[config.mk]
export PLATFORM = sky130hd
export DESIGN_NAME = beep_decoder
export DESIGN_NICKNAME = d
export VERILOG_FILES = /design/src/rtl/beep_decoder.sv
export SDC_FILE = /design/constraint.sdc
export NUM_CORES = 1
export LEC_CHECK = 0
export CAP_MARGIN = 20
export CELL_PAD_IN_SITES_DETAIL_PLACEMENT = 0
export CELL_PAD_IN_SITES_GLOBAL_PLACEMENT = 1
export CORE_ASPECT_RATIO = 0.9
export CORE_UTILIZATION = 39
export CTS_BUF_LIST = sky130_fd_sc_hd__clkbuf_8
export DETAILED_ROUTE_END_ITERATION = 6
export PLACE_DENSITY = 0.7
export SYNTH_ARGS = -nofsm -noshare
export SYNTH_HDL_FRONTEND = slang
export SYNTH_SLANG_ARGS = --single-unit
[constraint.sdc]
create_clock -name i_clk -period 4.4 [get_ports i_clk]
set_input_delay 0.88 -clock i_clk [delete_from_list [all_inputs] [get_ports i_clk]]
set_output_delay 0.88 -clock i_clk [all_outputs]
set_load 0.01 [all_outputs]
[src/rtl/beep_decoder.sv]
// beep_decoder: recognises the buzzer alarm waveform on the active-low beep line.
// A tone FSM qualifies fall-to-fall spacing against the tone period. A group FSM
// counts tone bursts and flags a group once the line has been silent long enough.
module beep_decoder #(
    parameter int TONE_BIT  = 13,
    parameter int BURST_BIT = 23,
    parameter int TOL       = 1,
    parameter int BURSTS    = 8
) (
    input  logic       i_clk,
    input  logic       i_rst,
    input  logic       i_beep,
    input  logic       i_clr,
    output logic       o_tone,
    output logic [3:0] o_burst_cnt,
    output logic       o_alarm_pulse,
    output logic       o_alarm,
    output logic [7:0] o_alarm_cnt
);

    localparam int NT   = 1 << TONE_BIT;
    localparam int NB   = 1 << BURST_BIT;
    localparam int EG_W = TONE_BIT + 3;
    localparam int SC_W = BURST_BIT + 3;

    localparam logic [EG_W-1:0] TO     = EG_W'(4 * NT);
    localparam logic [EG_W-1:0] WIN_LO = EG_W'(2 * NT - TOL);
    localparam logic [EG_W-1:0] WIN_HI = EG_W'(2 * NT + TOL);
    localparam logic [SC_W-1:0] GG     = SC_W'(4 * NB);

    typedef enum logic [1:0] {T_IDLE, T_ARM, T_TONE} tstate_t;
    typedef enum logic [1:0] {G_IDLE, G_BURST, G_GAP} gstate_t;

    logic            r_beep_s;
    logic            r_beep_d;
    logic [EG_W-1:0] r_eg;
    tstate_t         r_tstate;
    tstate_t         w_tnext;
    logic            r_tone;
    logic            r_tone_d;
    logic            w_tone_nxt;
    logic [SC_W-1:0] r_sc;
    gstate_t         r_gstate;
    gstate_t         w_gnext;
    logic [3:0]      r_burst_cnt;
    logic [3:0]      w_bc_nxt;
    logic            w_fire;
    logic            r_pulse;
    logic            r_alarm;
    logic [7:0]      r_alarm_cnt;

    logic w_fall;
    logic w_hit;
    logic w_trise;
    logic w_tfall;

    assign w_fall  = r_beep_d & ~r_beep_s;
    // eg still holds the spacing since the previous fall on the cycle the fall is seen
    assign w_hit   = w_fall && (r_eg >= WIN_LO) && (r_eg <= WIN_HI);
    assign w_trise = r_tone & ~r_tone_d;
    assign w_tfall = ~r_tone & r_tone_d;

    // Two-stage input register; only these flops look at the raw beep line
    always_ff @(posedge i_clk) begin
        if (i_rst) begin
            r_beep_s <= 1'b1;
            r_beep_d <= 1'b1;
        end else begin
            r_beep_s <= i_beep;
            r_beep_d <= r_beep_s;
        end
    end

    // Fall-to-fall gap counter, saturating at the tone timeout
    always_ff @(posedge i_clk) begin
        if (i_rst)
            r_eg <= '0;
        else if (w_fall)
            r_eg <= '0;
        else if (r_eg != TO)
            r_eg <= r_eg + EG_W'(1);
    end

    // Tone FSM state register, tone output registered alongside it
    always_ff @(posedge i_clk) begin
        if (i_rst) begin
            r_tstate <= T_IDLE;
            r_tone   <= 1'b0;
            r_tone_d <= 1'b0;
        end else begin
            r_tstate <= w_tnext;
            r_tone   <= w_tone_nxt;
            r_tone_d <= r_tone;
        end
    end

    // Tone FSM next state: a fall inside the window keeps or gains tone, any other fall re-arms
    always_comb begin
        w_tnext = r_tstate;
        case (r_tstate)
            T_IDLE: if (w_fall) w_tnext = T_ARM;
            T_ARM, T_TONE: begin
                if (w_hit)
                    w_tnext = T_TONE;
                else if (w_fall)
                    w_tnext = T_ARM;
                else if (r_eg == TO)
                    w_tnext = T_IDLE;
            end
            default: w_tnext = T_IDLE;
        endcase
    end

    // Tone FSM output decode
    always_comb begin
        w_tone_nxt = (w_tnext == T_TONE);
    end

    // Silence counter follows the tone register, so sc = cycles that tone has read 0
    always_ff @(posedge i_clk) begin
        if (i_rst)
            r_sc <= '0;
        else if (w_tone_nxt)
            r_sc <= '0;
        else if (r_sc != GG)
            r_sc <= r_sc + SC_W'(1);
    end

    // Group FSM state register plus counters and alarm flag
    always_ff @(posedge i_clk) begin
        if (i_rst) begin
            r_gstate    <= G_IDLE;
            r_burst_cnt <= '0;
            r_pulse     <= 1'b0;
            r_alarm     <= 1'b0;
            r_alarm_cnt <= '0;
        end else begin
            r_gstate    <= w_gnext;
            r_burst_cnt <= w_bc_nxt;
            r_pulse     <= w_fire;
            if (w_fire)
                r_alarm_cnt <= r_alarm_cnt + 8'd1;
            // a completed group outranks a simultaneous clear
            if (r_pulse)
                r_alarm <= 1'b1;
            else if (i_clr)
                r_alarm <= 1'b0;
        end
    end

    // Group FSM next state
    always_comb begin
        w_gnext = r_gstate;
        case (r_gstate)
            G_IDLE:  if (w_trise) w_gnext = G_BURST;
            G_BURST: if (w_tfall) w_gnext = G_GAP;
            G_GAP: begin
                if (w_trise && (r_sc < GG))
                    w_gnext = G_BURST;
                else if (r_sc == GG)
                    w_gnext = G_IDLE;
            end
            default: w_gnext = G_IDLE;
        endcase
    end

    // Group FSM outputs: burst count update and the group-complete strobe
    always_comb begin
        w_bc_nxt = r_burst_cnt;
        w_fire   = 1'b0;
        case (r_gstate)
            G_IDLE: if (w_trise) w_bc_nxt = 4'd1;
            G_GAP: begin
                if (w_trise && (r_sc < GG)) begin
                    if (r_burst_cnt != 4'd15)
                        w_bc_nxt = r_burst_cnt + 4'd1;
                end else if (r_sc == GG) begin
                    w_bc_nxt = 4'd0;
                    w_fire   = (r_burst_cnt == 4'(BURSTS));
                end
            end
            default: ;
        endcase
    end

    assign o_tone        = r_tone;
    assign o_burst_cnt   = r_burst_cnt;
    assign o_alarm_pulse = r_pulse;
    assign o_alarm       = r_alarm;
    assign o_alarm_cnt   = r_alarm_cnt;

endmodule

==> metrics.md <==
| Metric | Value |
|---|---|
| WL met3 | `215 um` |
| Die area | `between 0.008 and 0.009 mm^2` |
| Critical Setup Path Class | `flop to flop` |
| Vias | `2,634` |
| Setup TNS | `0 ns` |
| Worst path cell trace | `or4_4 -> nor4_4 -> a21oi_1 -> o22ai_4 -> nor4b_2` |
| Post-CTS sizing | `0` |
| Non-Filler Instances | `483` |
| Synth Flop Type | `dfxtp_1` |
| First-pass GRT wire length | `around 11,000 um` |
| Initial antenna violation count | `0` |
| Num Clock Sinks | `64` |
| Drt drc | `0` |
| DRT iter0 DRCs | `89` |
| Leak Pwr | `roughly 1.2 nW` |
| Most frequent cell after synthesis | `dfxtp_1` |
| Total CTS buffers | `9` |
| Syn Area/Cell | `around 9 um^2` |
| Area leader, netlist | `dfxtp_1` |
| Port-buffer cells | `18` |
| Rows | `31` |
| Fin. Hold Viols | `0` |
| # fillers | `~800` |
| DP HPWL | `around 4700 um` |
| Worst slew margin | `0.3046` |
| Max Cap Viol | `0` |
| Unrepaired setup endpoints after global routing | `no` |
| Worst EP arrival | `2.94 ns` |
| R2r startpoint | `r_eg[6]` |
| Final nets | `between 300 and 400` |
| Met1 WL | `between 3000 and 4000 um` |
| Fin. max-slew vios | `0` |
| GR Overflow Total | `0` |
| Final ANT Viol Nets | `0` |
| Top-area cell type share of the netlist area | `0.3861` |
| Seq/Total Area, Yosys | `0.3861` |
| Max Used Layer | `met4` |
| Worst Tran Pin Value | `about 1.0 ns` |
| CP Launch Type | `flop` |
| Post-synth EDFFs | `0` |
| Setup bufs post-CTS | `0` |
| Die H | `~90 um` |
| Initial Util | `0.4074` |
| Worst hold margin | `0.4751 ns` |
| Period Utilization, post-route | `0.6099` |
| Clock edge transition at the registers on the reported setup and hold paths | `roughly 0.07 ns` |
| F_max | `roughly 370 MHz` |
| Overall Global Routing Usage | `0.1659` |
| Core area | `roughly 0.0081 mm^2` |
| Register area | `roughly 0.0013 mm^2` |
| Async S/R FF share, synth | `0` |
| PwrDens | `332.2 mW/mm^2` |
| Maximum vdd drop | `about 0.00018 V` |
| Die Wd | `roughly 99 um` |
| Most frequent cells after synthesis | `dfxtp_1 (64), nor2_1 (31), nand3_1 (25), xor2_1 (22)` |
| Status | `finished, final reports clean` |
| Worst Path Required | `around 4.7 ns` |
| Pin count of the biggest net entering global routing | `30` |
| CTS Hold Bufs | `0` |
| YS warnings | `0` |
| Synthesis-to-layout area growth | `14.82%` |
| Ratio of cells with drive above 1 in the final layout | `0.1328` |
| Worst setup EP type | `flop` |
| Met2 wire length | `around 3100 um` |
| Antenna cell count | `0` |
| Clock Tree Root | `clkbuf_8` |
| Final Setup Violations | `0` |
| Class of the worst hold path | `flop to flop` |
| Routed Wire Length | `between 6000 and 7000 um` |
| HP Start | `o_alarm_pulse` |
| Syn Nets | `around 380` |
| Critical path's slowest cell | `o22ai_4` |
| Fin crit period | `around 2.7 ns` |
| Util after Layout | `0.4677` |
| Clock skew | `0.01475 ns` |
| Io pins | `19` |
| Multi-input logic area | `0.001912 mm^2` |
| WL/cell | `between 10 and 15 um` |
| TritonCTS clock tree | `done` |
| FF+latch count, synth | `between 60 and 70` |
| CTS max path bufs | `2` |
| Clock Latency Late Sink | `roughly 0.35 ns` |
| CP max stage delay | `0.79 ns` |
| Vias in the first global route | `roughly 2,400` |
| H-tree levels | `3` |
| Vias per cell | `between 5 and 6` |
| Cell area after synthesis | `roughly 0.0033 mm^2` |
| Leading post-synthesis cells by cell area | `dfxtp_1 (39%), a211oi_2 (7.5%), xor2_1 (5.8%)` |
| GP Congestion | `0.7505` |
| Dpl cells | `around 470` |
| Netlist cell types | `47` |
| Synth Instances | `approximately 360` |
| Crit Path Max Fanout | `27` |
| Critical Path Start | `r_eg[6]` |
| First-pass iteration count of the detailed router | `4` |
metal layers:
metal  vias to the layer above  GRT usage
li1                       1340          -
met1                      1259     0.2217
met2                        30     0.2569
met3                         5    0.04457
met4                         0    0.06417
met5                         -          0
cell families after synthesis:
kind of cell | after synthesis | share of synthesized area
AO/OA/AOI/OAI | 63 | 0.1614
XOR/XNOR | 42 | 0.1109
adder cells (fa/ha/maj) | 10 | 0.03771
buffers and inverters | 30 | 0.03846
flip-flops | 64 | 0.3861
multiplexers | 1 | 0.003017
AND/OR/NAND/NOR | 152 | 0.2624
sequential cells by signal, indices dropped and copies added, names as in the netlist:
register and cells:
o_burst_cnt 4, o_alarm 1, r_tstate 2, r_beep_s 1, r_beep_d 1, o_tone 1
r_tone_d 1, r_eg 16, o_alarm_pulse 1, o_alarm_cnt 8, r_gstate 2, r_sc 26
critical path: cells and delay by family, from the launching register on:
| kind | cells | cell delay [ns] |
|---|---|---|
| simple gates | 3 | 1.27 |
| compound gates | 2 | 0.97 |
| flops | 1 | 0.35 |
through the flow:
step | power (mW) | worst slack [ns] | cell area, um^2
final | 1.266 | 1.716 | 3810
after global routing | 1.314 | 1.523 | 3810
after floorplan | 0.6549 | 2.347 | 3318
after global placement | 0.6726 | 1.742 | 3571
after detailed placement | 0.6733 | 1.713 | 3571
after CTS | 1.281 | 1.677 | 3810
report_power, final:
group | internal (mW) | total, mW | switching [mW]
Combinational | 0.0209 | 0.0665 | 0.0456
Sequential | 0.585 | 0.593 | 0.00773
Clock | 0.378 | 0.606 | 0.228
layout make-up:
class,count,share of cell area
Multi-Input combinational cell,268,0.5018
Timing Repair Buffer,20,0.04992
Sequential cell,64,0.3363
Tap cell,99,0.03251
Clock buffer,13,0.04696
Clock inverter,2,0.01576
Inverter,17,0.01675
path summary, 6_finish.rpt:
path                   to  slack, ns  cells past startpoint
setup / recovery   o_tone       1.72                      5
hold / removal    o_alarm       0.48                      2
setup reg to reg   o_tone       1.72                      5
hold reg to reg   o_alarm       0.48                      2
cells in the final DEF (no fill, tap or decap), drive strengths merged, types with 3 or more instances in the layout:
cell type      count
nand4             10
inv               17
nand3             25
and4               7
dfxtp             64
ha                10
nor4              10
nor2b              7
a211oi            26
xnor2             20
clkdlybuf4s50     17
nand2b             5
nor3              13
xor2              22
nor2              31
clkbuf            13
buf                3
o21ai             11
or4                4
a21oi             14
nor4b              4
nand3b             3
and3               7
or2                4
nand2             14
Note: power is estimated with default switching activity, not from simulation.
